**src/rtl/hazard_pkg.sv**
```systemverilog
// rtl/hazard_pkg.sv - shared types and constants for the pipeline hazard controller
// Contents: controller state encoding, default register-index width,
// flush-counter width and the NOP encoding the pipeline registers load on flush.
package hazard_pkg;

    typedef enum logic [1:0] {
        RUN      = 2'd0,
        MEM_WAIT = 2'd1,
        FLUSH    = 2'd2
    } hz_state_t;

    localparam int REG_W_DEF   = 5;
    // FLUSH_CYCLES is limited to 1..7, so 3 bits hold any reload value.
    localparam int FLUSH_CNT_W = 3;

    // addi x0, x0, 0 - what a flushed pipeline register presents downstream.
    localparam logic [31:0] NOP_INSTR  = 32'h0000_0013;
    localparam logic [2:0]  NOP_IMMSRC = 3'd0;

endpackage

```
**src/rtl/load_use_detect.sv**
```systemverilog
// rtl/load_use_detect.sv - combinational load-use hazard comparator
// Ports: d_rs1/d_rs2 decode sources, e_rd execute destination,
// e_is_load execute holds a load, load_use hazard flag.
module load_use_detect
    import hazard_pkg::*;
#(
    parameter int REG_W = REG_W_DEF
) (
    input  logic [REG_W-1:0] d_rs1,
    input  logic [REG_W-1:0] d_rs2,
    input  logic [REG_W-1:0] e_rd,
    input  logic             e_is_load,
    output logic             load_use
);

    // x0 is never really written, so a load targeting it cannot cause a hazard.
    assign load_use = e_is_load & (e_rd != '0) & ((e_rd == d_rs1) | (e_rd == d_rs2));

endmodule

```
**src/rtl/pipe_hazard_ctrl.sv**
```systemverilog
// rtl/pipe_hazard_ctrl.sv - stall/flush controller for the segmented RV32 pipeline
// Inputs: clk, rst (sync active-low), decode sources, execute rd/load/pcsrc,
// memory-stage request/ready. Outputs: PC and four pipeline-register enables,
// fetch/decode and decode/execute flushes, saturating stall-cycle counter.
module pipe_hazard_ctrl
    import hazard_pkg::*;
#(
    parameter int REG_W        = REG_W_DEF,
    parameter int FLUSH_CYCLES = 1,
    parameter int CNT_W        = 16
) (
    input  logic             clk,
    input  logic             rst,
    input  logic [REG_W-1:0] d_rs1,
    input  logic [REG_W-1:0] d_rs2,
    input  logic [REG_W-1:0] e_rd,
    input  logic             e_is_load,
    input  logic             e_pcsrc,
    input  logic             m_mem_req,
    input  logic             m_mem_ready,
    output logic             pc_enable,
    output logic             fd_enable,
    output logic             de_enable,
    output logic             em_enable,
    output logic             mw_enable,
    output logic             fd_flush,
    output logic             de_flush,
    output logic [CNT_W-1:0] stall_count
);

    localparam logic [FLUSH_CNT_W-1:0] RELOAD = FLUSH_CNT_W'(FLUSH_CYCLES - 1);

    hz_state_t              state_q, state_d;
    logic [FLUSH_CNT_W-1:0] cnt_q, cnt_d;
    logic [CNT_W-1:0]       stall_count_q, stall_count_d;

    logic mem_wait;
    logic load_use;

    assign mem_wait = m_mem_req & ~m_mem_ready;

    load_use_detect #(
        .REG_W (REG_W)
    ) u_load_use_detect (
        .d_rs1     (d_rs1),
        .d_rs2     (d_rs2),
        .e_rd      (e_rd),
        .e_is_load (e_is_load),
        .load_use  (load_use)
    );

    always_ff @(posedge clk) begin
        if (!rst) begin
            state_q       <= RUN;
            cnt_q         <= '0;
            stall_count_q <= '0;
        end else begin
            state_q       <= state_d;
            cnt_q         <= cnt_d;
            stall_count_q <= stall_count_d;
        end
    end

    // MEM_WAIT has no behaviour of its own once the access completes: the
    // release cycle is handled exactly like RUN, so a branch frozen in E fires then.
    always_comb begin
        state_d = state_q;
        cnt_d   = cnt_q;
        if (mem_wait) begin
            // A freeze inside a flush window keeps the window and its count intact.
            if (state_q != FLUSH) begin
                state_d = MEM_WAIT;
            end
        end else if (e_pcsrc) begin
            if (FLUSH_CYCLES > 1) begin
                state_d = FLUSH;
                cnt_d   = RELOAD;
            end else begin
                state_d = RUN;
            end
        end else if (state_q == FLUSH) begin
            cnt_d = cnt_q - 1'b1;
            if (cnt_q <= FLUSH_CNT_W'(1)) begin
                state_d = RUN;
            end
        end else begin
            state_d = RUN;
        end
    end

    always_comb begin
        pc_enable = 1'b1;
        fd_enable = 1'b1;
        de_enable = 1'b1;
        em_enable = 1'b1;
        mw_enable = 1'b1;
        fd_flush  = 1'b0;
        de_flush  = 1'b0;
        if (!rst) begin
            pc_enable = 1'b0;
            fd_enable = 1'b0;
            de_enable = 1'b0;
            em_enable = 1'b0;
            mw_enable = 1'b0;
            fd_flush  = 1'b1;
            de_flush  = 1'b1;
        end else if (mem_wait) begin
            pc_enable = 1'b0;
            fd_enable = 1'b0;
            de_enable = 1'b0;
            em_enable = 1'b0;
            mw_enable = 1'b0;
        end else if (e_pcsrc) begin
            fd_flush = 1'b1;
            de_flush = 1'b1;
        end else if (state_q == FLUSH) begin
            fd_flush = 1'b1;
        end else if (load_use) begin
            // Hold F and D, inject a bubble into E; the load moves on to M.
            pc_enable = 1'b0;
            fd_enable = 1'b0;
            de_flush  = 1'b1;
        end
    end

    always_comb begin
        stall_count_d = stall_count_q;
        if (!pc_enable && (stall_count_q != '1)) begin
            stall_count_d = stall_count_q + 1'b1;
        end
    end

    assign stall_count = stall_count_q;

endmodule

```
**config.mk**
```make
export PLATFORM = sky130hd
export DESIGN_NAME = pipe_hazard_ctrl
export DESIGN_NICKNAME = d
export VERILOG_FILES = /design/src/rtl/hazard_pkg.sv /design/src/rtl/load_use_detect.sv /design/src/rtl/pipe_hazard_ctrl.sv
export SDC_FILE = /design/constraint.sdc
export NUM_CORES = 1
export LEC_CHECK = 0
export BUFFER_PORTS_ARGS = -buffer_cell sky130_fd_sc_hd__clkbuf_2
export CAP_MARGIN = 20
export CORE_MARGIN = 4
export CORE_UTILIZATION = 47
export DETAILED_ROUTE_END_ITERATION = 10
export PLACE_DENSITY = 0.78
export SLEW_MARGIN = 15
export SYNTH_ARGS = -nofsm -noshare
export SYNTH_HDL_FRONTEND = slang
export SYNTH_SLANG_ARGS = --single-unit
```
**constraint.sdc**
```tcl
create_clock -name clk -period 2.71 [get_ports clk]
set_clock_uncertainty 0.2 [all_clocks]
set_input_delay 0.4065 -clock clk [delete_from_list [all_inputs] [get_ports clk]]
set_output_delay 0.4065 -clock clk [all_outputs]
set_load 0.1 [all_outputs]
```
# After elaboration in Yosys (flattened, before gate mapping)
# Cells that the tools add are included.
[word_totals]
register_bits = 21
elab_cells = 46
in_bits = 21
output_inout_bits = 23
[classes]
n_lt_le_gt_ge = 1
muxes = 21
n_reduce_logical = 5
bitwise = 7
n_addsub = 2
n_eq_ne = 7
[op_table]
columns = ["cell", "count"]
rows = [
  ["$add A16 B1 Y16 const B", 1],
  ["$mux W1", 16],
  ["$ne A16 B16 Y1 const B", 1],
  ["$eq A5 B5 Y1", 2],
  ["$mux W2", 5],
  ["$reduce_bool A5 Y1", 1],
  ["$ne A4 B3 Y1 const B", 1],
  ["$and A1 B1 Y1", 3],
  ["$le A3 B1 Y1 const B", 1],
  ["$not A1 Y1", 3],
  ["$reduce_and A3 Y1", 1],
  ["$sub A3 B1 Y3 const B", 1],
  ["$eq A2 B2 Y1 const B", 1],
  ["$ne A2 B1 Y1 const B", 1],
  ["$ne A2 B2 Y1 const B", 1],
  ["$reduce_and A2 Y1", 1],
  ["$logic_and A1 B1 Y1", 1],
  ["$logic_not A1 Y1", 1],
  ["$or A1 B1 Y1", 1],
]

# Logic depth before layout (Yosys ltp)
[logic_depth]
word_depth = 10
depth_mapped = 8
mapped_depth_nobuf = 7

# Modules after synthesis
# A second synthesis with hierarchy kept.
[hier_totals]
cells_unflattened = 120
hier_area_um2 = 1042.2
[by_module_without_submodules]
columns = ["module", "cells_each", "seq_area_each_um2", "area_each_um2", "n_inst"]
rows = [
  ["pipe_hazard_ctrl", 103, 320.3, 917.1, 1],
  ["load_use_detect", 17, 0.0, 125.1, 1],
]

# Worst setup path before layout
# Ideal clock, no wire load.
[synth_timing]
path_type = "input-to-output"
start = "input m_mem_ready"
end = "output pc_enable"
arrival_time_ns = 3.580
path_slack_ns = -1.477
n_path_buf = 1
cell_stages = 4
required_ns = 2.104
cell_sequence = "nand2b_1 > and2_1 > a21boi_1 > buf_4"
[synth_between]
elab_chain_len = 4
[synth_lines]
columns = ["element", "line_no", "rtl"]
rows = [
  ["from (decl)", "pipe_hazard_ctrl.sv:20", "input logic m_mem_ready,"],
  ["$not A1 Y1", "pipe_hazard_ctrl.sv:40", "assign mem_wait = m_mem_req & ~m_mem_ready;"],
  ["$and A1 B1 Y1", "pipe_hazard_ctrl.sv:40", ""],
  ["$mux W1 (2 in a row)", "n/a", ""],
  ["to (decl)", "pipe_hazard_ctrl.sv:21", "output logic pc_enable,"],
]
# No other way between the ends.

# Worst setup path in the final report
[layout_timing]
start = "input e_rd[3]"
end = "output de_flush"
[layout_between]
elab_chain_len = 8
word_cells_on_any_way = 11
cone_classes = "eq/ne (2); mux (5); bitwise (3); reduce/logical (1)"
[layout_lines]
columns = ["element", "line_no", "rtl"]
rows = [
  ["from (decl)", "pipe_hazard_ctrl.sv:16", "input logic [REG_W-1:0] e_rd,"],
  ["$eq A5 B5 Y1 or $reduce_bool A5 Y1 (tied branches)", "load_use_detect.sv:17", "assign load_use = e_is_load & (e_rd != '0) & ((e_rd == d_rs1) | (e_rd == d_rs2));"],
  ["$or A1 B1 Y1 or $and A1 B1 Y1 (tied branches)", "load_use_detect.sv:17", ""],
  ["$and A1 B1 Y1 (*)", "load_use_detect.sv:17", ""],
  ["$mux W1 (*)", "pipe_hazard_ctrl.sv:118", "end else if (load_use) begin"],
  ["$mux W1 (*)", "pipe_hazard_ctrl.sv:116", "end else if (state_q == FLUSH) begin"],
  ["$mux W1 (*)", "pipe_hazard_ctrl.sv:113", "end else if (e_pcsrc) begin"],
  ["$mux W1 (*)", "pipe_hazard_ctrl.sv:107", "end else if (mem_wait) begin"],
  ["$mux W1 (*)", "pipe_hazard_ctrl.sv:99", "if (!rst) begin"],
  ["to (decl)", "pipe_hazard_ctrl.sv:27", "output logic de_flush,"],
]
# Every way passes the cells marked *; elsewhere a longest branch is shown, timed or not.

==> reports/results.ini <==
[final_layout]
largest_reg_flops=16
utilization_pct=62.6
final_common_cell=clkbuf_2
final_area_mm2=0.00137
nets=187
antennaDiodeCount=0
fillerInstances=199
layout_common_cells=41 x clkbuf_2, 12 x dfxtp_1, 11 x xnor2_1, 11 x a21boi_1, 10 x nand2_1
drive_above_1_share_pct=39.0
syn_to_final_growth_pct=28.0

[run]
max_cap_viol_count=0

[clock_tree]
cts_buffer_depth=2
numCtsBuffers=3
cts_resized=0
cts-root-buf=clkbuf_4
postCtsSetupBuffers=0
cts_sinks=16
cts_tree=yes
path_clk_slew_ps=90
clock_tree.htree_level_count=1
hold_buffers=0
clock_latency_ps=280

[timing]
hold_viol_final=0
drv_slew=0
worst_slew_pin_slew_ps=545
finalCritPeriodShare_pct=89.4
relSlewSlack_pct=63.9
rsz0062_at_grt=no
period_minus_slack_ps=2420
max_freq_mhz=413
setup_viol=0
worst_slack_ps=287

[setup_path]
critPathLaunchType=input port
cp.required_ps=2100
worstReg2RegStart=stall_count[0]
critPathArrivalTime_ps=1820
worst_setup_path_end_kind=output pin
r2r_cells=8
regToRegSetupSlack_ps=510
slowest_delay_ps=450
crit_slowest_cell=clkbuf_2
crit_chain=clkbuf_2 > xnor2_1 > nand3_1 > o22ai_2 > nand3b_1 > nand3_1 > clkbuf_2
worstReg2RegEnd=stall_count[7]
critPathKind=in -> out
path_max_fanout=3

[floorplan]
core_mm2=0.00219
rows=17
chipWidth_um=55.7
die_h_um=55.7
die_area_mm2=0.00311
io_pins=44
initial_core_util_pct=48.9

[power_and_ir_drop]
p_switching_mw=0.214
comb_power_share_pct=31.6
switching_share_pct=36.2
finalPower_mw=0.591
powerDensity_mw_per_mm2=431
internal_power_mw=0.377
cellLeakagePower_nw=0.540
p_seq_share_pct=41.7
ir_worst_vdd_v=0.000265
clkPwrFrac_pct=26.7

[placed_design]
gp_congestion=0.741
port_buffers=43
place_area_mm2=0.00134
pre_cts_ws_ps=264
hpwl_mm=1.95

[logic_synthesis]
syn_inst=121
synth_cell_types=34
ys_ff_latch=16
yosysSeqAreaShare_pct=29.9
syn_area_mm2=0.00107
synthesis.nets=143
syn_avg_cell_area_um2=8.85
yosys_warnings=0

[status]
run_status=completed

[routing]
wl_per_cell_um=12.6
num_vias=1049
wl_met3_um=173
met2_wirelength_mm=1.25
detail_route.first_pass.iterations=5
routed_via_density=5.46
drt_iter0_drc=4
drt-total-wl_mm=2.42
drt-met1-wl_um=991
top_layer_used=met3
antenna_left=0
route.detailed.drc=0

[grt]
grt_start_max_net_pins=25
grt_pass1_vias=1058
antenna_found_initial=0
grt-ovfl-total=0
grt_pass1_wl_mm=4.26
grt_usage_pct=16.2

[min_path]
holdCritPathClass=reg -> reg
hp-start=stall_count[15]
holdPathStages=2
hold_end=stall_count[15]

[worst max-delay path by stage]
stage | start | endpoint | slack (ps)
floorplan | e_rd[0] | pc_enable | -30
global placement | e_rd[0] | de_flush | 320
detailed placement | e_rd[3] | de_flush | 260
CTS | e_rd[3] | de_flush | 260
global route | e_rd[3] | de_flush | 170
finish | e_rd[3] | de_flush | 290
[logic make-up after synthesis]
group | share of synthesized area, %
AOI/OAI and AO/OA | 20.6
xor gates and xnor gates | 9.00
adders and majority gates | 1.17
buffers and inverters | 6.31
DFF | 29.9
muxes | 2.80
and+or+nand+nor | 30.3
[power by group through the flow]
stage	registers (mW)	clock network [mW]	logic, mW
3_3_place_gp	0.252	0	0.185
2_1_floorplan	0.284	0	0.116
6_report	0.247	0.158	0.187
3_5_place_dp	0.252	0	0.188
4_1_cts	0.247	0.160	0.188
5_1_grt	0.248	0.172	0.199
[worst max-delay path: cells and delay by family]
family / cells / cell delay (ps)
XOR/XNOR: 1 / 180
buffers and inverters: 2 / 560
AO/OA/AOI/OAI: 1 / 340
AND/OR/NAND/NOR: 3 / 330
[synthesized netlist by cell type]
cell type | n | share of area [%]
o21ai_4 | 1 | 1.5
and2_1 | 2 | 1.2
nand2b_1 | 4 | 2.3
nor2b_1 | 1 | 0.58
or3_2 | 1 | 0.70
nand3_1 | 8 | 3.7
a21oi_4 | 1 | 1.5
inv_1 | 3 | 1.1
o31ai_1 | 5 | 3.5
ha_1 | 1 | 1.2
nor4_4 | 1 | 2.0
nor2_1 | 4 | 1.4
nand2_1 | 10 | 3.5
or4_4 | 1 | 1.1
clkbuf_1 | 1 | 0.35
o41ai_1 | 1 | 0.82
a21boi_1 | 12 | 8.4
buf_6 | 2 | 2.1
or4_1 | 5 | 3.5
dfxtp_1 | 16 | 30
and4_1 | 1 | 0.82
o21ai_1 | 6 | 2.8
nand3b_1 | 1 | 0.70
buf_4 | 4 | 2.8
nor3_2 | 1 | 0.93
o22ai_2 | 1 | 1.2
nand4_1 | 4 | 2.3
mux2i_1 | 3 | 2.8
xnor2_1 | 11 | 9.0
nor4_1 | 1 | 0.58
nor4b_1 | 1 | 0.82
nand4_2 | 1 | 1.2
or3_1 | 5 | 2.9
o311ai_1 | 1 | 0.82
[layout make-up]
cell class	count	area, µm²	share of cell area [%]
multi-input combinational	95	696	50.7
sequential	16	325	23.7
tap	28	35.0	2.55
inverter	3	11.3	0.821
clock buffer	4	36.3	2.65
timing repair buffer	46	268	19.5
[per-stage QoR]
| step | TNS, ps | instances | hold WS [ps] |
|---|---|---|---|
| 6_report | 0 | 192 | 286 |
| 5_1_grt | 0 | 192 | 349 |
| 4_1_cts | 0 | 192 | 292 |
| 3_5_place_dp | 0 | 188 | 278 |
| 3_3_place_gp | 0 | 188 | 268 |
| 2_1_floorplan | -26.5 | 121 | 356 |
[per-layer routing]
layer / vias up / GRT usage, %
met3: 0 / 4.41
met2: 28 / 29.7
met4: 0 / 3.82
met5: - / 0
met1: 491 / 18.5
li1: 530 / -
(Power assumes the default switching activity.)
